`src/rtl/distributed_fifo_m.sv`:
```
// distributed_fifo_m
// Single-clock FIFO on inferred distributed RAM with valid/ready on both
// sides, a registered fill level and almost_full flag, and an optional
// output register stage (OUT_REGISTERED = "YES" / "NO").
//
// Optional feature macro: DIST_FIFO_FLUSH_EN
//   defined   -> adds the 'flush' input (synchronous clear of all contents)
//   undefined -> no flush port, flush term tied off
//
// Handshake semantics (both sides): a transfer happens on a rising clk edge
// where valid && ready are both high. valid never waits on ready. in_ready is
// derived from registered state only (plus flush), so there is no
// combinational path from out_ready to in_ready. out_valid/out_data hold
// steady until the word is taken.
module distributed_fifo_m #(
  parameter int    ADDR_WIDTH     = 4,
  parameter int    WORD_WIDTH     = 8,
  parameter string OUT_REGISTERED = "YES",
  parameter int    AFULL_THRESH   = 2**ADDR_WIDTH - 2
) (
  input  logic                  clk,
  input  logic                  rst_n,
`ifdef DIST_FIFO_FLUSH_EN
  input  logic                  flush,
`endif
  input  logic                  in_valid,
  output logic                  in_ready,
  input  logic [WORD_WIDTH-1:0] in_data,
  output logic                  out_valid,
  input  logic                  out_ready,
  output logic [WORD_WIDTH-1:0] out_data,
  output logic [ADDR_WIDTH:0]   level,
  output logic                  almost_full
);

  localparam bit                  OUT_REG   = (OUT_REGISTERED == "YES");
  localparam int                  DEPTH_N   = 2**ADDR_WIDTH;
  localparam logic [ADDR_WIDTH:0] DEPTH     = {1'b1, {ADDR_WIDTH{1'b0}}};
  localparam logic [ADDR_WIDTH:0] AFULL_LVL = (ADDR_WIDTH+1)'(AFULL_THRESH);

  // Storage and pointers. ram_cnt is one bit wider than the pointers so a
  // full RAM (wr_ptr == rd_ptr, cnt == DEPTH) is distinct from empty.
  logic [WORD_WIDTH-1:0] ram [DEPTH_N];
  logic [ADDR_WIDTH-1:0] wr_ptr;
  logic [ADDR_WIDTH-1:0] rd_ptr;
  logic [ADDR_WIDTH:0]   ram_cnt;
  logic [ADDR_WIDTH:0]   ram_cnt_nxt;
  logic [ADDR_WIDTH:0]   level_nxt;
  logic [WORD_WIDTH-1:0] ram_head;

  logic flush_c;  // synchronous clear request (constant 0 without the feature)
  logic push;     // word written into RAM this cycle
  logic pop;      // consumer takes the head word this cycle
  logic ram_rd;   // word leaves the RAM (rd_ptr advances) this cycle
  logic ov_q;     // output register occupancy (0 when unregistered)
  logic ov_nxt;

`ifdef DIST_FIFO_FLUSH_EN
  assign flush_c = flush;
`else
  assign flush_c = 1'b0;
`endif

  // A flush empties everything on the coming edge, so the writer is never
  // back-pressured while it is asserted; any push it offers is discarded.
  assign in_ready = (ram_cnt < DEPTH) | flush_c;
  assign push     = in_valid & in_ready & ~flush_c;
  assign ram_head = ram[rd_ptr];

  generate
    if (OUT_REG) begin : g_out_reg
      logic [WORD_WIDTH-1:0] dout_q;

      // The output register refills whenever it is empty or being emptied
      // and the RAM has a word, giving one word per cycle when streaming.
      assign ram_rd    = (ram_cnt != '0) & (~ov_q | out_ready);
      assign pop       = ov_q & out_ready;
      assign ov_nxt    = flush_c ? 1'b0 : (ram_rd | (ov_q & ~pop));
      assign out_valid = ov_q;
      assign out_data  = dout_q;

      // Output stage: occupancy flag and head word.
      always_ff @(posedge clk or negedge rst_n) begin
        if (!rst_n) begin
          ov_q   <= 1'b0;
          dout_q <= '0;
        end else begin
          ov_q <= ov_nxt;
          if (ram_rd && !flush_c) begin
            dout_q <= ram_head;
          end
        end
      end
    end else begin : g_out_comb
      // Head word is read straight from RAM; popping it is the RAM read.
      assign out_valid = (ram_cnt != '0);
      assign out_data  = ram_head;
      assign pop       = out_valid & out_ready;
      assign ram_rd    = pop;
      assign ov_q      = 1'b0;
      assign ov_nxt    = 1'b0;
    end
  endgenerate

  // Next RAM occupancy; a push and a RAM read in one cycle cancel out.
  always_comb begin
    ram_cnt_nxt = ram_cnt;
    if (flush_c) begin
      ram_cnt_nxt = '0;
    end else begin
      ram_cnt_nxt = ram_cnt + (ADDR_WIDTH+1)'(push) - (ADDR_WIDTH+1)'(ram_rd);
    end
  end

  // Total words held, counting the output register when present.
  always_comb begin
    level_nxt = ram_cnt_nxt + (ADDR_WIDTH+1)'(ov_nxt);
  end

  // Pointer, occupancy, level and almost_full registers.
  always_ff @(posedge clk or negedge rst_n) begin
    if (!rst_n) begin
      wr_ptr      <= '0;
      rd_ptr      <= '0;
      ram_cnt     <= '0;
      level       <= '0;
      almost_full <= 1'b0;
    end else begin
      if (flush_c) begin
        wr_ptr <= '0;
        rd_ptr <= '0;
      end else begin
        if (push) begin
          wr_ptr <= wr_ptr + ADDR_WIDTH'(1);
        end
        if (ram_rd) begin
          rd_ptr <= rd_ptr + ADDR_WIDTH'(1);
        end
      end
      ram_cnt     <= ram_cnt_nxt;
      level       <= level_nxt;
      almost_full <= (level_nxt >= AFULL_LVL);
    end
  end

  // RAM write port; contents are intentionally not reset.
  always_ff @(posedge clk) begin
    if (push) begin
      ram[wr_ptr] <= in_data;
    end
  end

endmodule

```
`config.mk`:
```
export PLATFORM = sky130hd
export DESIGN_NAME = distributed_fifo_m
export DESIGN_NICKNAME = d
export VERILOG_FILES = /design/src/rtl/distributed_fifo_m.sv
export SDC_FILE = /design/constraint.sdc
export NUM_CORES = 1
export LEC_CHECK = 0
export CORE_MARGIN = 2
export CORE_UTILIZATION = 35
export CTS_BUF_LIST = sky130_fd_sc_hd__clkbuf_2 sky130_fd_sc_hd__clkbuf_4 sky130_fd_sc_hd__clkbuf_8
export DETAILED_ROUTE_END_ITERATION = 12
export PLACE_DENSITY = 0.55
export SETUP_SLACK_MARGIN = 0.5
export SLEW_MARGIN = 40
export SYNTH_ARGS = -nofsm -noshare
export SYNTH_HDL_FRONTEND = slang
export SYNTH_SLANG_ARGS = --single-unit
```
`constraint.sdc`:
```
create_clock -name clk -period 5.7 [get_ports clk]
set_input_delay 0.57 -clock clk [delete_from_list [all_inputs] [get_ports clk]]
set_output_delay 0.57 -clock clk [all_outputs]
set_load 0.02 [all_outputs]
```
==> results of run 1 <==
state kept, by name, indices dropped and copies added, names as in the netlist:
name and count:
out_valid 1, ram 128, level 5, out_data 8, ram_cnt 5, almost_full 1, rd_ptr 4, wr_ptr 4
cells in the final DEF (no fill, tap or decap), drive strengths merged, types with 3 or more instances in the layout:
master         instances
edfxtp               128
mux4                  32
dfrtp                 28
clkdlybuf4s50         27
clkbuf                22
and2                  17
mux2i                 16
inv                   15
ha                    13
nand2                 12
a21o                   9
o22ai                  8
xnor2                  7
clkinv                 7
xor2                   5
buf                    4
a21oi                  3
cell families (layout without fill, tap and decap cells):
group	after synthesis	count (layout)	share of synthesized area, %
flops	156	156	72.4
mux	48	48	14.0
simple gates	46	46	4.13
buf+inv	27	77	2.11
compound gates	25	25	2.77
fa+ha+maj	14	14	2.91
xor+xnor	12	12	1.67
routing by layer:
metal  GRT usage (%)  vias up
li1                -     1354
met1            18.6     1522
met2            23.5       61
met3            3.33       14
met4            4.93        0
met5               0        -
power groups by stage:
stage,Clock [mW],Sequential [mW],Combinational [mW]
global placement,0,1.53,1.34
CTS,0.803,1.51,1.36
floorplan,0,1.55,0.972
global route,0.849,1.53,1.47
finish,0.785,1.51,1.33
detailed placement,0,1.54,1.35
area by class of cell:
cell class,count,area share [%]
sequential,156,63.4
multi-input combinational,145,22.4
timing repair buffer,31,4.19
clock buffer,22,4.05
tap,225,3.93
clock inverter,10,1.29
inverter,14,0.733
critical path, cell delays in order, from the launching register on:
cell and delay, ns:
dfrtp_1 0.40, inv_1 0.09, ha_1 0.15, nor4b_1 0.35, inv_1 0.10, nand2_2 0.24, inv_2 0.12, ha_1 0.29
inv_1 0.04, ha_1 0.20, fa_1 0.53, ha_1 0.31, and2b_1 0.22, a211o_1 0.31, a221oi_2 0.25
path summary, 6_finish.rpt:
kind / endpoint / from / slack (ns)
worst max-delay path: almost_full$_DFF_PN0_ / ram_cnt[2]$_DFF_PN0_ / 2.03
worst min-delay path: out_data[0]$_DFFE_PN0P_ / out_data[0]$_DFFE_PN0P_ / 0.48
worst max register to register: almost_full$_DFF_PN0_ / ram_cnt[2]$_DFF_PN0_ / 2.03
worst min register to register: out_data[0]$_DFFE_PN0P_ / out_data[0]$_DFFE_PN0P_ / 0.48
max in group asynchronous: rd_ptr[0]$_DFFE_PN0P_ / rst_n / 4.88
min in group asynchronous: level[0]$_DFF_PN0_ / rst_n / 0.51
==> impl_metrics.json, run 1 <==
{
  "yosysTopAreaCell": "edfxtp_1",
  "drive_gt1_share_pct": 19.3,
  "met1_length_um": 5340,
  "antenna_cells": 0,
  "dpl.hpwl_um": 7660,
  "clkPwrFrac_pct": 21.6,
  "setup_slack_ns": 2.03,
  "via_count": 2951,
  "synth-seq-cells": 156,
  "dp.cells": 571,
  "holdWs_ns": 0.483,
  "wirelength_um": 12100,
  "regArea_um2": 4550,
  "crit_fanout": 10,
  "finalHoldViolCount": 0,
  "syn_area_um2": 6280,
  "io_buffers": 27,
  "grt_pass1_wl_um": 18900,
  "sequentialPowerShare_pct": 41.6,
  "switchingPower_mw": 1.20,
  "fin_tns_setup_ns": 0,
  "grt_setup_unrepaired": "no",
  "start_util_pct": 36.0,
  "cts_sinks": 156,
  "synthCells": 328,
  "ant_nets": 0,
  "cp.required_ns": 6.05,
  "drt_iter0_drc": 121,
  "postSynthAreaPerCell_um2": 19.1,
  "final-setup-viol-count": 0,
  "finalCritPeriodShare_pct": 64.5,
  "finalNetCount": 391,
  "clk_pin_slew_ns": 0.08,
  "met3_length_um": 549,
  "dp_slack_ns": 1.80,
  "gp_congestion": 0.797,
  "io_pins": 28,
  "synth_most_common_cell": "edfxtp_1",
  "p_per_area_nw_per_um2": 506,
  "fmax_mhz": 272,
  "intPower_mw": 2.43,
  "area_growth_pct": 14.1,
  "syn_nets": 354,
  "synth_top_flop_cell": "edfxtp_1",
  "htree_levels": 4,
  "drc_errors": 0,
  "synth_edf_count": 128,
  "ys_top_cells_by_count": "edfxtp_1, mux4_2, dfrtp_1, and2_1, mux2i_1",
  "sw_frac_of_total_pct": 33.1,
  "wl_met2_um": 6080,
  "yosysSeqAreaShare_pct": 72.4,
  "grt_pass1_vias": 3203,
  "fin_crit_ns": 3.67,
  "multi_input_area_um2": 1600,
  "routed.top_layer": "met4",
  "post_cts_resize_count": 0,
  "hold_depth": 1,
  "num_rows": 48,
  "worstMarginPinSlew_ns": 0.576,
  "die_width_um": 138,
  "fin_area_um2": 7160,
  "crit_arrival_ns": 4.03,
  "instances_no_fill": 603,
  "cts_tree": "yes",
  "grt_max_degree": 33,
  "hold_class": "reg -> reg",
  "die_y_um": 138,
  "maxCapViolCount": 0,
  "ir_drop_mv": 0.216,
  "rr_worst_depth": 14,
  "critical_path_class": "reg -> reg",
  "die_area_um2": 19000,
  "place_area_um2": 6780,
  "synthTopCellsByArea": "edfxtp_1, mux4_2, dfrtp_1",
  "power_mw": 3.63,
  "cts_buffer_depth": 2,
  "dr.pass1.iters": 4,
  "viasPerCell": 4.89,
  "endpoint_kind": "register",
  "slew_viol_final": 0,
  "relSlewSlack_pct": 61.5,
  "p_leak_nw": 2.51,
  "ys_warn_count": 0,
  "cts_setup_buffers": 0,
  "fin_skew_ns": 0.0116,
  "grt_overflow": 0,
  "comb_power_share_pct": 36.8,
  "antenna_found_initial": 0,
  "startpoint_type": "register",
  "clock_tree.root_cell": "clkbuf_8",
  "core_area_um2": 17400,
  "status": "finished clean",
  "cts_buffers": 17,
  "synth_top_area_share_pct": 61.2,
  "worstSkewPairLatency_ns": 0.45,
  "wire_per_inst_um": 20.1,
  "synthArstFlopShare_pct": 17.9,
  "grt_usage_pct": 14.2,
  "synth_cell_types": 40,
  "ctsHoldBuffers": 0,
  "fill_cells": 1546,
  "fin_util_pct": 41.1
}
No activity file was read; power rests on OpenSTA's default activity.
==> run 2, diff against run 1 <==
--- a/config.mk
+++ b/config.mk
@@ -9,7 +9,7 @@
 export CORE_UTILIZATION = 35
 export CTS_BUF_LIST = sky130_fd_sc_hd__clkbuf_2 sky130_fd_sc_hd__clkbuf_4 sky130_fd_sc_hd__clkbuf_8
 export DETAILED_ROUTE_END_ITERATION = 12
-export PLACE_DENSITY = 0.55
+export PLACE_DENSITY = 0.57
 export SETUP_SLACK_MARGIN = 0.5
 export SLEW_MARGIN = 40
 export SYNTH_ARGS = -nofsm -noshare
==> constraint.sdc (replaced) <==
create_clock -name clk -period 3.1 [get_ports clk]
set_input_delay 0.31 -clock clk [delete_from_list [all_inputs] [get_ports clk]]
set_output_delay 0.31 -clock clk [all_outputs]
set_load 0.02 [all_outputs]
==> run 2 against run 1 <==
Compared with the run above:
- final area increased by 5.1%
- largest power group is now combinational logic
- total power increased by 110%
- worst setup slack got worse by 2.0 ns
- fmax increased by 20%
- clock power increased by 120%
- critical path depth unchanged
- sequential share of layout area decreased by 3.1 points
- final cell count increased by 3.6%
==> impl_metrics.json, run 2 (synthesis gave the netlist of run 1 again) <==
{
  "via_count": 3089,
  "grt_max_degree": 36,
  "ant_nets": 0,
  "dpl.hpwl_um": 7690,
  "grt_pass1_vias": 3234,
  "finalCritPeriodShare_pct": 98.5,
  "intPower_mw": 5.12,
  "use_met3_pct": 4.46,
  "io_pins": 28,
  "power_mw": 7.53,
  "grt_pass1_wl_um": 18800,
  "crit_family": "adder cells",
  "grt.met1_usage_pct": 18.8,
  "sw_frac_of_total_pct": 32.1,
  "use_met2_pct": 21.8,
  "largest_reg_flops": 128,
  "grt_setup_unrepaired": "yes",
  "slowest_delay_ns": 0.60,
  "regMostFlops": "ram",
  "endpoint_kind": "register",
  "worstMarginPinSlew_ns": 0.641,
  "crit_buf_inv": 4,
  "area_growth_pct": 19.9,
  "ir_drop_mv": 0.621,
  "final-setup-viol-count": 0,
  "finalNetCount": 413,
  "slew_viol_final": 0,
  "relSlewSlack_pct": 57.2,
  "cts_buffer_depth": 2,
  "num_rows": 48,
  "cts_buffers": 17,
  "sequentialPowerShare_pct": 37.5,
  "start_util_pct": 36.0,
  "drc_errors": 0,
  "clk_pin_slew_ns": 0.08,
  "p_per_area_nw_per_um2": 1000,
  "viasPerCell": 4.94,
  "clock_tree.root_cell": "clkbuf_8",
  "cts_tree": "yes",
  "hold_class": "in -> async",
  "crit_arrival_ns": 3.40,
  "final_cell_mix": "edfxtp_1, mux4_2, dfrtp_1, clkdlybuf4s50_1, buf_4",
  "clkPwrFrac_pct": 23.1,
  "grt_usage_pct": 13.9,
  "die_width_um": 138,
  "switchingPower_mw": 2.42,
  "antenna_cells": 0,
  "cpMostUsedCell": "ha_4",
  "crit_slowest_cell": "fa_2",
  "antenna_found_initial": 0,
  "crit_fanout": 3,
  "place_area_um2": 6910,
  "drive_gt1_share_pct": 27.3,
  "fin_util_pct": 43.2,
  "cts_sinks": 156,
  "fill_cells": 1531,
  "grt_overflow": 0,
  "wire_per_inst_um": 19.3,
  "final_common_cell": "edfxtp_1",
  "fin_crit_ns": 3.05,
  "core_area_um2": 17400,
  "htree_levels": 4,
  "maxCapViolCount": 0,
  "dr.pass1.iters": 4,
  "startpoint_type": "register",
  "worstSkewPairLatency_ns": 0.44,
  "wirelength_um": 12100,
  "p_leak_nw": 2.68,
  "cp.required_ns": 3.45,
  "gp_congestion": 0.783,
  "cp_cell_sequence": "inv_2 -> ha_4 -> nor4b_4 -> inv_1 -> nand2_4 -> inv_4 -> ha_4 -> inv_2 -> ha_4 -> fa_2 -> ha_4 -> and2b_1 -> a211o_1 -> a221oi_2",
  "critical_path_class": "reg -> reg",
  "drt_iter0_drc": 134,
  "finalHoldViolCount": 0,
  "top_usage_layer": "met2",
  "fin_area_um2": 7530,
  "die_area_um2": 19000,
  "io_buffers": 27,
  "die_y_um": 138,
  "fin_skew_ns": 0.0103,
  "status": "finished clean",
  "ctsHoldBuffers": 0,
  "fmax_mhz": 327,
  "comb_power_share_pct": 39.4
}
-- run 2: timing repair --
action,4_1_cts,5_1_grt
resized for setup,2,8
pin swaps,1,8
endpoints found under the setup margin,5,5
setup buffers,11,5
-- run 2: through the flow --
step / cells / hold WS, ns / TNS (ns) / setup slack [ns]
CTS: 620 / 0.254 / 0 / 0.0951
global placement: 577 / 0.469 / 0 / 0.126
floorplan: 328 / 0.0144 / 0 / 0.121
global route: 625 / 0.265 / -0.0521 / -0.0521
detailed placement: 577 / 0.470 / 0 / 0.0111
finish: 625 / 0.260 / 0 / 0.0456
-- run 2: final cells by class --
| class | count | area [um^2] | share of cell area, % |
|---|---|---|---|
| Tap cell | 225 | 282 | 3.74 |
| Multi-Input combinational cell | 145 | 1700 | 22.6 |
| Sequential cell | 156 | 4550 | 60.4 |
| Timing Repair Buffer | 53 | 482 | 6.40 |
| Clock buffer | 21 | 277 | 3.67 |
| Inverter | 14 | 55.1 | 0.731 |
| Clock inverter | 11 | 190 | 2.53 |
-- run 2: routing by layer --
metal / share of wire (%) / vias to the layer above
met3: 4.4 / 16
met2: 48 / 65
met1: 46 / 1603
met4: 1.2 / 0
met5: 0 / -
li1: - / 1405
-- run 2: worst reg2reg max path, cell delays in order (launching register included) --
cell	delay [ns]
dfrtp_1	0.39
inv_2	0.09
ha_4	0.13
nor4b_4	0.20
inv_1	0.11
nand2_4	0.09
inv_4	0.04
ha_4	0.25
inv_2	0.04
ha_4	0.15
fa_2	0.60
ha_4	0.16
and2b_1	0.18
a211o_1	0.27
a221oi_2	0.27
-- run 2: worst paths after layout --
check,depth (start not counted),start,slack [ns],to
min in group clk,1,out_data[3]$_DFFE_PN0P_,0.48,out_data[3]$_DFFE_PN0P_
setup reg to reg,14,ram_cnt[2]$_DFF_PN0_,0.05,almost_full$_DFF_PN0_
setup / recovery,14,ram_cnt[2]$_DFF_PN0_,0.05,almost_full$_DFF_PN0_
hold reg to reg,1,out_data[3]$_DFFE_PN0P_,0.48,out_data[3]$_DFFE_PN0P_
hold / removal,2,rst_n,0.26,ram_cnt[2]$_DFF_PN0_
max in group asynchronous,2,rst_n,2.53,rd_ptr[0]$_DFFE_PN0P_
-- run 2: power groups by stage --
stage	Combinational, mW	Clock (mW)	Sequential [mW]
5_1_grt	3.23	1.87	2.87
3_3_place_gp	2.62	0	2.87
4_1_cts	2.77	1.78	2.83
6_report	2.97	1.74	2.83
2_1_floorplan	1.89	0	2.86
3_5_place_dp	2.68	0	2.87
